$ cat config.mk
export PLATFORM = sky130hd
export DESIGN_NAME = mc_controller_p
export DESIGN_NICKNAME = d
export VERILOG_FILES = /design/src/rtl/mc_ctrl_pkg.sv /design/src/rtl/mc_wait_watchdog.sv /design/src/rtl/mc_controller_p.sv
export SDC_FILE = /design/constraint.sdc
export NUM_CORES = 1
export LEC_CHECK = 0
export CAP_MARGIN = 0
export CORE_MARGIN = 4
export CORE_UTILIZATION = 54
export CTS_BUF_LIST = sky130_fd_sc_hd__clkbuf_4
export DETAILED_ROUTE_END_ITERATION = 12
export PLACE_DENSITY_LB_ADDON = 0.05
export SYNTH_ARGS = -nofsm -noshare
export SYNTH_HDL_FRONTEND = slang
export SYNTH_SLANG_ARGS = --single-unit
$ cat constraint.sdc
create_clock -name clk -period 4.3 [get_ports clk]
set_input_delay 0.43 -clock clk [delete_from_list [all_inputs] [get_ports clk]]
set_output_delay 0.43 -clock clk [all_outputs]
set_load 0.01 [all_outputs]
$ cat src/rtl/mc_ctrl_pkg.sv
// Shared types and constants for the multicycle controller.
// Latency: n/a (declarations only).
// Backpressure: n/a.
package mc_ctrl_pkg;

  typedef enum logic [3:0] {
    S_IF   = 4'd0,
    S_DEC  = 4'd1,
    S_LD   = 4'd2,
    S_LDWB = 4'd3,
    S_ST   = 4'd4,
    S_ALU  = 4'd5,
    S_AWB  = 4'd6,
    S_JMP  = 4'd7,
    S_BZ   = 4'd8,
    S_HALT = 4'd9,
    S_ERR  = 4'd10
  } state_e;

  // Non-ALU opcodes (MSB clear); zero-extended for wider opcode fields.
  localparam logic [3:0] OP_LDI  = 4'd0;
  localparam logic [3:0] OP_STI  = 4'd1;
  localparam logic [3:0] OP_JMP  = 4'd2;
  localparam logic [3:0] OP_BZ   = 4'd3;
  localparam logic [3:0] OP_HALT = 4'd4;

  // Register file write-source select.
  localparam logic [1:0] RF_WSRC_ALU  = 2'd0;
  localparam logic [1:0] RF_WSRC_DI   = 2'd1;
  localparam logic [1:0] RF_WSRC_REG1 = 2'd2;

  // States that issue a memory access and therefore wait on mem_ready.
  function automatic logic is_mem_state(state_e s);
    return (s == S_IF) || (s == S_LD) || (s == S_ST);
  endfunction

endpackage

$ cat src/rtl/mc_wait_watchdog.sv
// Counts consecutive not-ready cycles of a memory access; flags the last allowed one.
// Latency: expired is a combinational decode of the registered count.
// Backpressure: none; clr has priority over inc, count saturates at WAIT_MAX-1.
//
// Ports: clk, rst (async active-low), clr (restart count), inc (one more wait
// cycle), expired (count sits at WAIT_MAX-1; never set when WAIT_MAX == 0).
module mc_wait_watchdog #(
  parameter int WAIT_MAX = 15
) (
  input  logic clk,
  input  logic rst,
  input  logic clr,
  input  logic inc,
  output logic expired
);

  // Count only needs to reach WAIT_MAX-1.
  localparam int CW = (WAIT_MAX < 2) ? 1 : $clog2(WAIT_MAX);
  localparam logic [CW-1:0] LIMIT = CW'((WAIT_MAX == 0) ? 0 : (WAIT_MAX - 1));

  logic [CW-1:0] wait_cnt_q, wait_cnt_d;

  always_comb begin
    wait_cnt_d = wait_cnt_q;
    if (clr) begin
      wait_cnt_d = '0;
    end else if (inc && (wait_cnt_q != LIMIT)) begin
      wait_cnt_d = wait_cnt_q + CW'(1);
    end
  end

  always_ff @(posedge clk or negedge rst) begin
    if (!rst) begin
      wait_cnt_q <= '0;
    end else begin
      wait_cnt_q <= wait_cnt_d;
    end
  end

  assign expired = (WAIT_MAX != 0) && (wait_cnt_q == LIMIT);

endmodule

$ cat src/rtl/mc_controller_p.sv
// Multicycle control FSM: fetch/decode/execute with memory wait watchdog and retire counter.
// Latency: outputs are decoded from the present state; next state on the following edge.
// Backpressure: memory states hold until mem_ready; WAIT_MAX consecutive misses -> ERR.
//
// Ports: clk, rst (async active-low); instr/zero/mem_ready/resume from IR, flags,
// memory and operator; datapath controls pc_ld, pc_src_jump, ir_ld, di_ld,
// rf_we, rf_wsrc, mem_addr_ir, mem_rd, mem_wr, alu_op, czn_ld; status halted,
// err (sticky), instr_cnt (retired instructions, wrapping).
module mc_controller_p
  import mc_ctrl_pkg::*;
#(
  parameter int OPCODE_W = 4,
  parameter int ALU_OP_W = 3,
  parameter int WAIT_MAX = 15,
  parameter int CNT_W    = 16
) (
  input  logic                clk,
  input  logic                rst,
  input  logic [OPCODE_W-1:0] instr,
  input  logic                zero,
  input  logic                mem_ready,
  input  logic                resume,
  output logic                pc_ld,
  output logic                pc_src_jump,
  output logic                ir_ld,
  output logic                di_ld,
  output logic                rf_we,
  output logic [1:0]          rf_wsrc,
  output logic                mem_addr_ir,
  output logic                mem_rd,
  output logic                mem_wr,
  output logic [ALU_OP_W-1:0] alu_op,
  output logic                czn_ld,
  output logic                halted,
  output logic                err,
  output logic [CNT_W-1:0]    instr_cnt
);

  state_e            state_q, state_d;
  logic [CNT_W-1:0]  instr_cnt_q, instr_cnt_d;
  logic              retire;
  logic              wd_expired;
  logic              wd_clr;
  logic              wd_inc;

  // Next-state logic. In memory states mem_ready is tested before the
  // watchdog so a completion on the last allowed cycle is still accepted.
  always_comb begin
    state_d = state_q;
    retire  = 1'b0;
    case (state_q)
      S_IF: begin
        if (mem_ready)       state_d = S_DEC;
        else if (wd_expired) state_d = S_ERR;
      end
      S_DEC: begin
        if (instr[OPCODE_W-1])                   state_d = S_ALU;
        else if (instr == OPCODE_W'(OP_LDI))     state_d = S_LD;
        else if (instr == OPCODE_W'(OP_STI))     state_d = S_ST;
        else if (instr == OPCODE_W'(OP_JMP))     state_d = S_JMP;
        else if (instr == OPCODE_W'(OP_BZ))      state_d = S_BZ;
        else if (instr == OPCODE_W'(OP_HALT))    state_d = S_HALT;
        else begin
          // Remaining non-ALU codes are NOPs.
          state_d = S_IF;
          retire  = 1'b1;
        end
      end
      S_LD: begin
        if (mem_ready)       state_d = S_LDWB;
        else if (wd_expired) state_d = S_ERR;
      end
      S_ST: begin
        if (mem_ready) begin
          state_d = S_IF;
          retire  = 1'b1;
        end else if (wd_expired) begin
          state_d = S_ERR;
        end
      end
      S_ALU:  state_d = S_AWB;
      S_LDWB, S_AWB, S_JMP, S_BZ: begin
        state_d = S_IF;
        retire  = 1'b1;
      end
      S_HALT: begin
        if (resume) state_d = S_IF;
      end
      S_ERR:  state_d = S_ERR;
      default: state_d = S_IF;
    endcase
  end

  // Any state change restarts the wait count, so each memory state starts fresh.
  assign wd_clr = (state_d != state_q);
  assign wd_inc = is_mem_state(state_q) && !mem_ready;

  mc_wait_watchdog #(
    .WAIT_MAX (WAIT_MAX)
  ) u_watchdog (
    .clk     (clk),
    .rst     (rst),
    .clr     (wd_clr),
    .inc     (wd_inc),
    .expired (wd_expired)
  );

  assign instr_cnt_d = instr_cnt_q + CNT_W'(retire);

  always_ff @(posedge clk or negedge rst) begin
    if (!rst) begin
      state_q     <= S_IF;
      instr_cnt_q <= '0;
    end else begin
      state_q     <= state_d;
      instr_cnt_q <= instr_cnt_d;
    end
  end

  assign instr_cnt = instr_cnt_q;

  // Output decode. Gated by rst so every control drops the moment reset
  // asserts, even though the reset state (IF) would otherwise request a read.
  always_comb begin
    pc_ld       = 1'b0;
    pc_src_jump = 1'b0;
    ir_ld       = 1'b0;
    di_ld       = 1'b0;
    rf_we       = 1'b0;
    rf_wsrc     = RF_WSRC_ALU;
    mem_addr_ir = 1'b0;
    mem_rd      = 1'b0;
    mem_wr      = 1'b0;
    alu_op      = '0;
    czn_ld      = 1'b0;
    halted      = 1'b0;
    err         = 1'b0;
    if (rst) begin
      case (state_q)
        S_IF: begin
          mem_rd = 1'b1;
          ir_ld  = mem_ready;
          pc_ld  = mem_ready;
        end
        S_LD: begin
          mem_rd      = 1'b1;
          mem_addr_ir = 1'b1;
          di_ld       = mem_ready;
        end
        S_LDWB: begin
          rf_we   = 1'b1;
          rf_wsrc = RF_WSRC_DI;
        end
        S_ST: begin
          mem_wr      = 1'b1;
          mem_addr_ir = 1'b1;
        end
        S_ALU: begin
          alu_op = instr[ALU_OP_W-1:0];
        end
        S_AWB: begin
          alu_op  = instr[ALU_OP_W-1:0];
          rf_we   = 1'b1;
          rf_wsrc = RF_WSRC_ALU;
          czn_ld  = 1'b1;
        end
        S_JMP: begin
          pc_ld       = 1'b1;
          pc_src_jump = 1'b1;
        end
        S_BZ: begin
          pc_ld       = zero;
          pc_src_jump = 1'b1;
        end
        S_HALT: halted = 1'b1;
        S_ERR:  err    = 1'b1;
        default: ;
      endcase
    end
  end

endmodule

==> results of run 1 <==
cell usage in the layout, fill, tap and decap left out, types with 2 or more instances in the layout:
cell type         n
and3_1            3
nor4_1            4
a211oi_1          2
o211ai_1          2
ha_1              4
clkbuf_4          3
xor2_1            5
nor2_1           16
nand3b_1          2
nand2_1          12
nand4_1           3
a21boi_0          2
or4_1             2
o32a_1            2
a21oi_1           6
a31oi_1           2
dfrtp_1          24
clkdlybuf4s50_1  39
inv_1             4
nor3_1            3
mux2i_1           2
xnor2_1          14
and2_1            4
nand2b_1          2
o21ai_0           5
nor2b_1           2
nand3_1           8
and4_1            3
layout make-up:
class,instances,area [um^2]
inverter,4,15.01
clock buffer,3,22.52
sequential,24,600.6
fill,230,792.0
tap,31,38.79
timing repair buffer,40,397.9
multi-input combinational,129,867.1
power breakdown:
| part | switching [uW] | leakage, uW | internal, uW |
|---|---|---|---|
| clock network | 59.4 | 0.0000138 | 32.7 |
| logic | 178 | 0.000469 | 188 |
| registers | 91.4 | 0.000322 | 267 |
| total | 328 | 0.000805 | 487 |
cell families (layout without fill, tap and decap cells):
kind of cell	count (synthesis)	in the layout	synth area share (%)
AOI/OAI and AO/OA	31	31	14.49
xor gates and xnor gates	19	19	10.83
adders and majority gates	4	4	3.257
buffers and inverters	14	47	4.478
DFF	24	24	39.09
muxes	2	2	1.303
other	1	1	0.2441
and+or+nand+nor	72	72	26.30
state kept, by name, indices dropped and copies added, names as in the netlist:
name and flops:
state_q 4, instr_cnt 16, u_watchdog.wait_cnt_q 4
worst max-delay path: stages:
cell             delay [ns]
clkdlybuf4s50_1        0.85
buf_4                  0.36
a21boi_0               0.24
clkdlybuf4s50_1        0.57
through the flow:
step / total power [uW] / std cells / worst slack (ns)
finish: 815.3 / 231 / 1.404
global route: 882.6 / 231 / 1.226
CTS: 821.0 / 231 / 1.369
detailed placement: 726.3 / 228 / 1.379
global placement: 710.2 / 228 / 1.498
floorplan: 573.4 / 167 / 2.220
per-layer routing:
metal	wire [um]	share of wire, %
met5	0	0
met4	29	0.80
met3	229	6.3
met2	1769	49
met1	1596	44
worst paths after layout:
check                                         from                                    to  depth (start not counted)
max in group asynchronous                      rst                instr_cnt[8]$_DFF_PN0_                          2
max reg2reg                   state_q[3]$_DFF_PN0_               instr_cnt[12]$_DFF_PN0_                          9
min reg2reg                instr_cnt[15]$_DFF_PN0_               instr_cnt[15]$_DFF_PN0_                          1
max                                            rst                           pc_src_jump                          4
min in group asynchronous                      rst  u_watchdog.wait_cnt_q[1]$_DFFE_PN0P_                          1
min                        instr_cnt[15]$_DFF_PN0_               instr_cnt[15]$_DFF_PN0_                          1
==> flow_metrics.py, run 1 <==
metrics = {
    "floorplan": {
        "die_h_um": 61.34,
        "die_x_um": 61.34,
        "io_pins": 41,
        "rows": 19,
        "initial_core_util_pct": 56.20,
        "dieArea_mm2": 0.003763,
        "core_area_mm2": 0.002734,
    },
    "logic_synthesis": {
        "async_reset_ff_share_pct": 100.0,
        "synth_top_cell_area_share_pct": 39.09,
        "synth.area.top_cells": "dfrtp_1 (39%), xnor2_1 (8.0%), nor2_1 (3.9%), ha_1 (3.3%), nand2_1 (2.9%)",
        "netlist_area_mm2": 0.001536,
        "syn_nets": 180,
        "synth_cell_types": 50,
        "yosys_most_used_dff": "dfrtp_1",
        "synth_most_common_cell": "dfrtp_1",
        "synth_seq_cells": 24,
        "synthTopCellsByCount": "dfrtp_1 (24), nor2_1 (16), xnor2_1 (14)",
        "syn_inst": 167,
        "synth-edff-count": 0,
        "yosysTopAreaCell": "dfrtp_1",
        "ys.warnings.count": 0,
        "synth_seq_area_share_pct": 39.09,
        "synth.avg_cell_area_um2": 9.200,
    },
    "timing": {
        "fmax_ghz": 0.3453,
        "hold_viol_final": 0,
        "final.min_clock_period_ns": 2.896,
        "slew_headroom_pct": 57.53,
        "fin_tns_setup_ns": 0,
        "setup_violations": 0,
        "timing.final.crit_share_pct": 67.35,
        "fin_hold_ws_ns": 0.4785,
        "worstMarginPinSlew_ns": 0.6371,
        "rsz0062_at_grt": "no",
        "slew_viol_final": 0,
        "clock_skew_ns": 0.005062,
    },
    "finish": {
        "insertedDiodeCount": 0,
        "drive_above_1_share_pct": 5.000,
        "fin_nets": 215,
        "syn2layout_area_growth_pct": 26.38,
        "post-route-util_pct": 71.03,
        "design_area_mm2": 0.001942,
    },
    "detailed_routing": {
        "post-route-drc-count": 0,
        "antenna_left": 0,
        "finalWirelength_mm": 3.625,
        "first_pass_iters": 4,
        "via_per_inst": 5.978,
        "vias": 1381,
        "avgRoutedWirePerCell_um": 15.69,
        "drt-initial-drc-count": 77,
    },
    "min_path": {
        "hp-class": "reg -> reg",
    },
    "worst_setup_path": {
        "worstSetupStartpointType": "primary input",
        "crit_path_max_fanout": 18,
        "crit_type": "in -> out",
        "required_ns": 3.87,
        "regToRegSetupSlack_ns": 1.73,
        "arrival_ns": 2.47,
        "endpoint_kind": "output pin",
    },
    "place": {
        "gp_congestion": 0.9064,
        "hpwl_mm": 2.716,
        "dpl_cell_area_mm2": 0.001919,
        "port_buffers": 39,
    },
    "clocking": {
        "clk_latency_ns": 0.31,
        "cts_tree": "done",
        "cts.sinks": 24,
        "ctsHoldBuffers": 0,
        "post_cts_buffers": 0,
        "htree_levels": 1,
        "cts_buffers": 3,
        "cts.path.max_buffers": 2,
        "clk_pin_slew_ns": 0.12,
        "cts_root_buf": "clkbuf_4",
        "cts_resized": 0,
    },
    "global_route": {
        "grt_use_total_pct": 21.20,
        "grt_pass1_vias": 1313,
        "gr-total-overflow": 0,
        "grt_max_degree": 23,
        "grt_pass1_wl_mm": 6.037,
        "antenna_found_initial": 0,
        "grt.busiest_layer": "met2",
        "use_met2_pct": 36.71,
        "met3_usage_pct": 4.403,
        "met1_usage_pct": 27.26,
    },
    "pwr": {
        "power_density_mw_per_mm2": 419.9,
        "p_leak_uw": 0.0008049,
        "ir_worst_vdd_mv": 0.4093,
    },
    "flow_run": {
        "drv_cap": 0,
    },
    "outcome": {
        "status": "finished, final reports clean",
    },
}
No activity file was read; power rests on OpenSTA's default activity.
==> inputs of run 2 (changes only) <==
--- a/config.mk
+++ b/config.mk
@@ -7,7 +7,7 @@
 export LEC_CHECK = 0
 export CAP_MARGIN = 0
 export CORE_MARGIN = 4
-export CORE_UTILIZATION = 54
+export CORE_UTILIZATION = 45
 export CTS_BUF_LIST = sky130_fd_sc_hd__clkbuf_4
 export DETAILED_ROUTE_END_ITERATION = 12
 export PLACE_DENSITY_LB_ADDON = 0.05
==> constraint.sdc (replaced) <==
create_clock -name clk -period 2.6 [get_ports clk]
set_input_delay 0.26 -clock clk [delete_from_list [all_inputs] [get_ports clk]]
set_output_delay 0.26 -clock clk [all_outputs]
set_load 0.01 [all_outputs]
==> flow_metrics.py, run 2 (same netlist as run 1, synthesis figures left out) <==
metrics = {
    "outcome": {
        "status": "finished, final reports clean",
    },
    "finish": {
        "design_area_mm2": 0.002027,
        "largest_reg_flops": 16,
        "drive_above_1_share_pct": 9.569,
        "post-route-util_pct": 64.29,
        "n_fill_cell": 263,
        "insertedDiodeCount": 0,
        "multi_input_area_um2": 867.1,
        "fin_nets": 224,
        "final_common_cell": "clkdlybuf4s50_1",
        "syn2layout_area_growth_pct": 31.92,
        "ff_latch_area_um2": 601.8,
        "final_cell_mix": "clkdlybuf4s50_1 (39), dfrtp_1 (23), nor2_1 (16)",
    },
    "clocking": {
        "cts_tree": "done",
        "cts_root_buf": "clkbuf_4",
        "cts.sinks": 24,
        "clk_pin_slew_ns": 0.12,
        "ctsHoldBuffers": 0,
        "cts_buffers": 3,
        "htree_levels": 1,
        "cts.path.max_buffers": 2,
        "clk_latency_ns": 0.31,
    },
    "timing": {
        "timing.final.crit_share_pct": 94.02,
        "slew_headroom_pct": 59.07,
        "rsz0062_at_grt": "no",
        "hold_viol_final": 0,
        "final.min_clock_period_ns": 2.445,
        "slew_viol_final": 0,
        "worstMarginPinSlew_ns": 0.6099,
        "clock_skew_ns": 0.003551,
        "fmax_ghz": 0.4091,
        "setup_violations": 0,
        "fin_tns_setup_ns": 0,
    },
    "flow_run": {
        "drv_cap": 0,
    },
    "global_route": {
        "antenna_found_initial": 0,
        "grt_max_degree": 25,
        "gr-total-overflow": 0,
        "grt_pass1_wl_mm": 5.968,
        "grt_pass1_vias": 1267,
        "grt_use_total_pct": 17.15,
    },
    "pwr": {
        "power_density_mw_per_mm2": 681.7,
        "p_leak_uw": 0.0008484,
        "ir_worst_vdd_mv": 0.3857,
    },
    "worst_setup_path": {
        "endpoint_kind": "output pin",
        "crit_type": "reg -> out",
        "required_ns": 2.34,
        "worstSetupStartpointType": "flip-flop",
        "arrival_ns": 2.18,
        "crit_path_max_fanout": 17,
    },
    "detailed_routing": {
        "avgRoutedWirePerCell_um": 14.20,
        "finalWirelength_mm": 3.592,
        "drt-initial-drc-count": 92,
        "post-route-drc-count": 0,
        "vias": 1411,
        "antenna_left": 0,
        "via_per_inst": 5.577,
        "first_pass_iters": 4,
    },
    "place": {
        "dpl_cell_area_mm2": 0.002003,
        "gp_congestion": 0.7925,
        "port_buffers": 39,
        "hpwl_mm": 2.756,
    },
    "floorplan": {
        "dieArea_mm2": 0.004413,
        "rows": 20,
        "initial_core_util_pct": 48.73,
        "die_x_um": 66.43,
        "io_pins": 41,
        "die_h_um": 66.43,
        "core_area_mm2": 0.003153,
    },
    "min_path": {
        "hp-class": "reg -> reg",
    },
}
[run 2: metrics by stage]
step | power [uW] | hold slack [ns] | setup WS (ns) | cells
2_1_floorplan | 948.3 | -0.03559 | 0.5198 | 167
3_3_place_gp | 1202 | 0.4601 | 0.2128 | 250
3_5_place_dp | 1222 | 0.4729 | 0.1577 | 250
4_1_cts | 1382 | 0.4943 | 0.07495 | 253
5_1_grt | 1479 | 0.5172 | 0.06589 | 253
6_report | 1382 | 0.4933 | 0.1554 | 253
[run 2: report_power, final]
group	switching (uW)	internal (uW)
Clock	106	54.2
Sequential	128	443
Combinational	316	335
Total	549	832
[run 2: per-layer routing]
| metal | part of all wire [%] | GRT usage [%] |
|---|---|---|
| met2 | 47 | 28.38 |
| met5 | 0 | 0 |
| met1 | 46 | 24.20 |
| met4 | 0 | 0.7614 |
| met3 | 6.9 | 3.571 |
[run 2: layout make-up]
class	instances	area share, %
multi-input cells	129	42.78
well taps	44	2.716
inverters	4	0.7407
repair buffers	49	22.96
clock buffers	3	1.111
flip-flops and latches	24	29.69
[run 2: path summary, 6_finish.rpt]
path	slack (ns)	from	cells past startpoint	end
min reg2reg	0.49	instr_cnt[15]$_DFF_PN0_	1	instr_cnt[15]$_DFF_PN0_
max in group asynchronous	1.85	rst	2	state_q[0]$_DFF_PN0_
max	0.16	state_q[1]$_DFF_PN0_	3	pc_ld
min in group asynchronous	0.50	rst	2	instr_cnt[2]$_DFF_PN0_
min	0.49	instr_cnt[15]$_DFF_PN0_	1	instr_cnt[15]$_DFF_PN0_
max reg2reg	0.43	state_q[1]$_DFF_PN0_	8	instr_cnt[12]$_DFF_PN0_
[run 2: what timing repair did]
action,CTS,global route
setup endpoints to repair,0,4
setup buffers,0,0
resized for setup,0,1
[run 2: critical path, cell delays in order (launching register included)]
cell	delay (ns)
dfrtp_1	0.58
or4_1	0.56
a21boi_0	0.17
clkdlybuf4s50_1	0.56
==> inputs of run 3 (changes only) <==
--- a/config.mk
+++ b/config.mk
@@ -11,6 +11,7 @@
 export CTS_BUF_LIST = sky130_fd_sc_hd__clkbuf_4
 export DETAILED_ROUTE_END_ITERATION = 12
 export PLACE_DENSITY_LB_ADDON = 0.05
+export SETUP_SLACK_MARGIN = 0.4
 export SYNTH_ARGS = -nofsm -noshare
 export SYNTH_HDL_FRONTEND = slang
 export SYNTH_SLANG_ARGS = --single-unit
==> flow_metrics.py, run 3 (same netlist as run 1, synthesis figures left out) <==
metrics = {
    "timing": {
        "hold_viol_final": 0,
        "rsz0062_at_grt": "yes",
        "setup_violations": 0,
        "slew_viol_final": 0,
        "timing.final.crit_share_pct": 83.18,
        "slew_headroom_pct": 60.00,
        "final.min_clock_period_ns": 2.163,
        "worstMarginPinSlew_ns": 0.5959,
        "fmax_ghz": 0.4624,
        "fin_tns_setup_ns": 0,
        "clock_skew_ns": 0.009654,
    },
    "clocking": {
        "htree_levels": 1,
        "cts.sinks": 24,
        "cts_buffers": 3,
        "clk_latency_ns": 0.31,
        "cts.path.max_buffers": 2,
        "ctsHoldBuffers": 0,
        "cts_root_buf": "clkbuf_4",
        "cts_tree": "done",
        "clk_pin_slew_ns": 0.13,
    },
    "floorplan": {
        "initial_core_util_pct": 48.73,
        "io_pins": 41,
        "rows": 20,
        "dieArea_mm2": 0.004413,
        "core_area_mm2": 0.003153,
        "die_h_um": 66.43,
        "die_x_um": 66.43,
    },
    "detailed_routing": {
        "finalWirelength_mm": 3.906,
        "post-route-drc-count": 0,
        "first_pass_iters": 4,
        "maxUsedRoutingLayer": "met3",
        "avgRoutedWirePerCell_um": 14.91,
        "met1Wirelength_mm": 1.762,
        "antenna_left": 0,
        "wl_met3_um": 215,
        "drt-initial-drc-count": 44,
        "vias": 1471,
        "via_per_inst": 5.615,
        "route.met2.wl_mm": 1.928,
    },
    "pwr": {
        "p_leak_uw": 0.001046,
        "power_density_mw_per_mm2": 693.6,
        "ir_worst_vdd_mv": 0.4063,
    },
    "finish": {
        "largest_reg_flops": 16,
        "syn2layout_area_growth_pct": 39.33,
        "insertedDiodeCount": 0,
        "fin_cells": 262,
        "n_fill_cell": 254,
        "final_common_cell": "clkdlybuf4s50_1",
        "multi_input_area_um2": 895.9,
        "fin_nets": 233,
        "final_cell_mix": "clkdlybuf4s50_1 (28), dfrtp_1 (20), buf_4 (18)",
        "ff_latch_area_um2": 605.6,
        "drive_above_1_share_pct": 17.43,
    },
    "global_route": {
        "grt_use_total_pct": 17.96,
        "gr-total-overflow": 0,
        "grt_max_degree": 25,
        "grt_pass1_vias": 1311,
        "antenna_found_initial": 0,
        "grt_pass1_wl_mm": 6.223,
    },
    "worst_setup_path": {
        "endpoint_kind": "output pin",
        "required_ns": 2.34,
        "crit_type": "reg -> out",
        "arrival_ns": 1.90,
        "regToRegSetupSlack_ns": 0.48,
        "crit_path_max_fanout": 4,
        "worstSetupStartpointType": "flip-flop",
    },
    "place": {
        "gp_congestion": 0.7925,
        "placed_cells": 250,
        "port_buffers": 39,
        "hpwl_mm": 2.756,
    },
    "min_path": {
        "hp-class": "in -> async",
    },
    "flow_run": {
        "drv_cap": 0,
    },
    "outcome": {
        "status": "finished, final reports clean",
    },
}
## run 3: what timing repair did
action,CTS,global route
setup endpoints to repair,17,21
pin swaps,0,2
resized for setup,8,16
setup buffers,8,1
## run 3: report_power, final
part / internal, uW / leakage (uW) / switching [uW]
Clock: 54.2 / 0.0000138 / 105
Combinational: 396 / 0.000716 / 405
Sequential: 446 / 0.000316 / 77.8
## run 3: through the flow
stage               total power, uW  hold WS (ns)  area, um^2  setup WS, ns  util (%)
floorplan                     948.3      -0.03559        1536        0.5198         -
global placement               1202        0.4601        2003        0.2128     63.53
detailed placement             1222        0.4729        2003        0.1577     63.53
CTS                            1444        0.4943        2088        0.4049     66.23
global route                   1589        0.5173        2141        0.3593     67.90
finish                         1485        0.4901        2141        0.4373     67.90
## run 3: area by class of cell
type,count,share of cell area (%)
multi-input combinational,129,41.85
sequential,24,28.29
timing repair buffer,58,25.54
tap,44,2.572
clock buffer,3,1.052
inverter,4,0.7013
## run 3: worst paths after layout
kind | startpoint | to | cells after the start
max | state_q[3]$_DFF_PN0_ | alu_op[1] | 5
min | rst | instr_cnt[2]$_DFF_PN0_ | 2
max reg2reg | state_q[2]$_DFF_PN0_ | instr_cnt[12]$_DFF_PN0_ | 10
min reg2reg | instr_cnt[15]$_DFF_PN0_ | instr_cnt[15]$_DFF_PN0_ | 1
max in group asynchronous | rst | state_q[0]$_DFF_PN0_ | 2
min in group clk | instr_cnt[15]$_DFF_PN0_ | instr_cnt[15]$_DFF_PN0_ | 1
## run 3: metal layers
metal / up-vias / global-route usage, %
met5: - / 0
li1: 705 / -
met1: 711 / 24.79
met4: 0 / 0.7614
met3: 0 / 3.571
met2: 55 / 30.48
## run 3: critical path: stages (launching register included)
cell             delay (ns)
dfrtp_2                0.46
nor2b_1                0.17
nand2_1                0.13
a21oi_2                0.17
and2_1                 0.14
clkdlybuf4s50_1        0.53
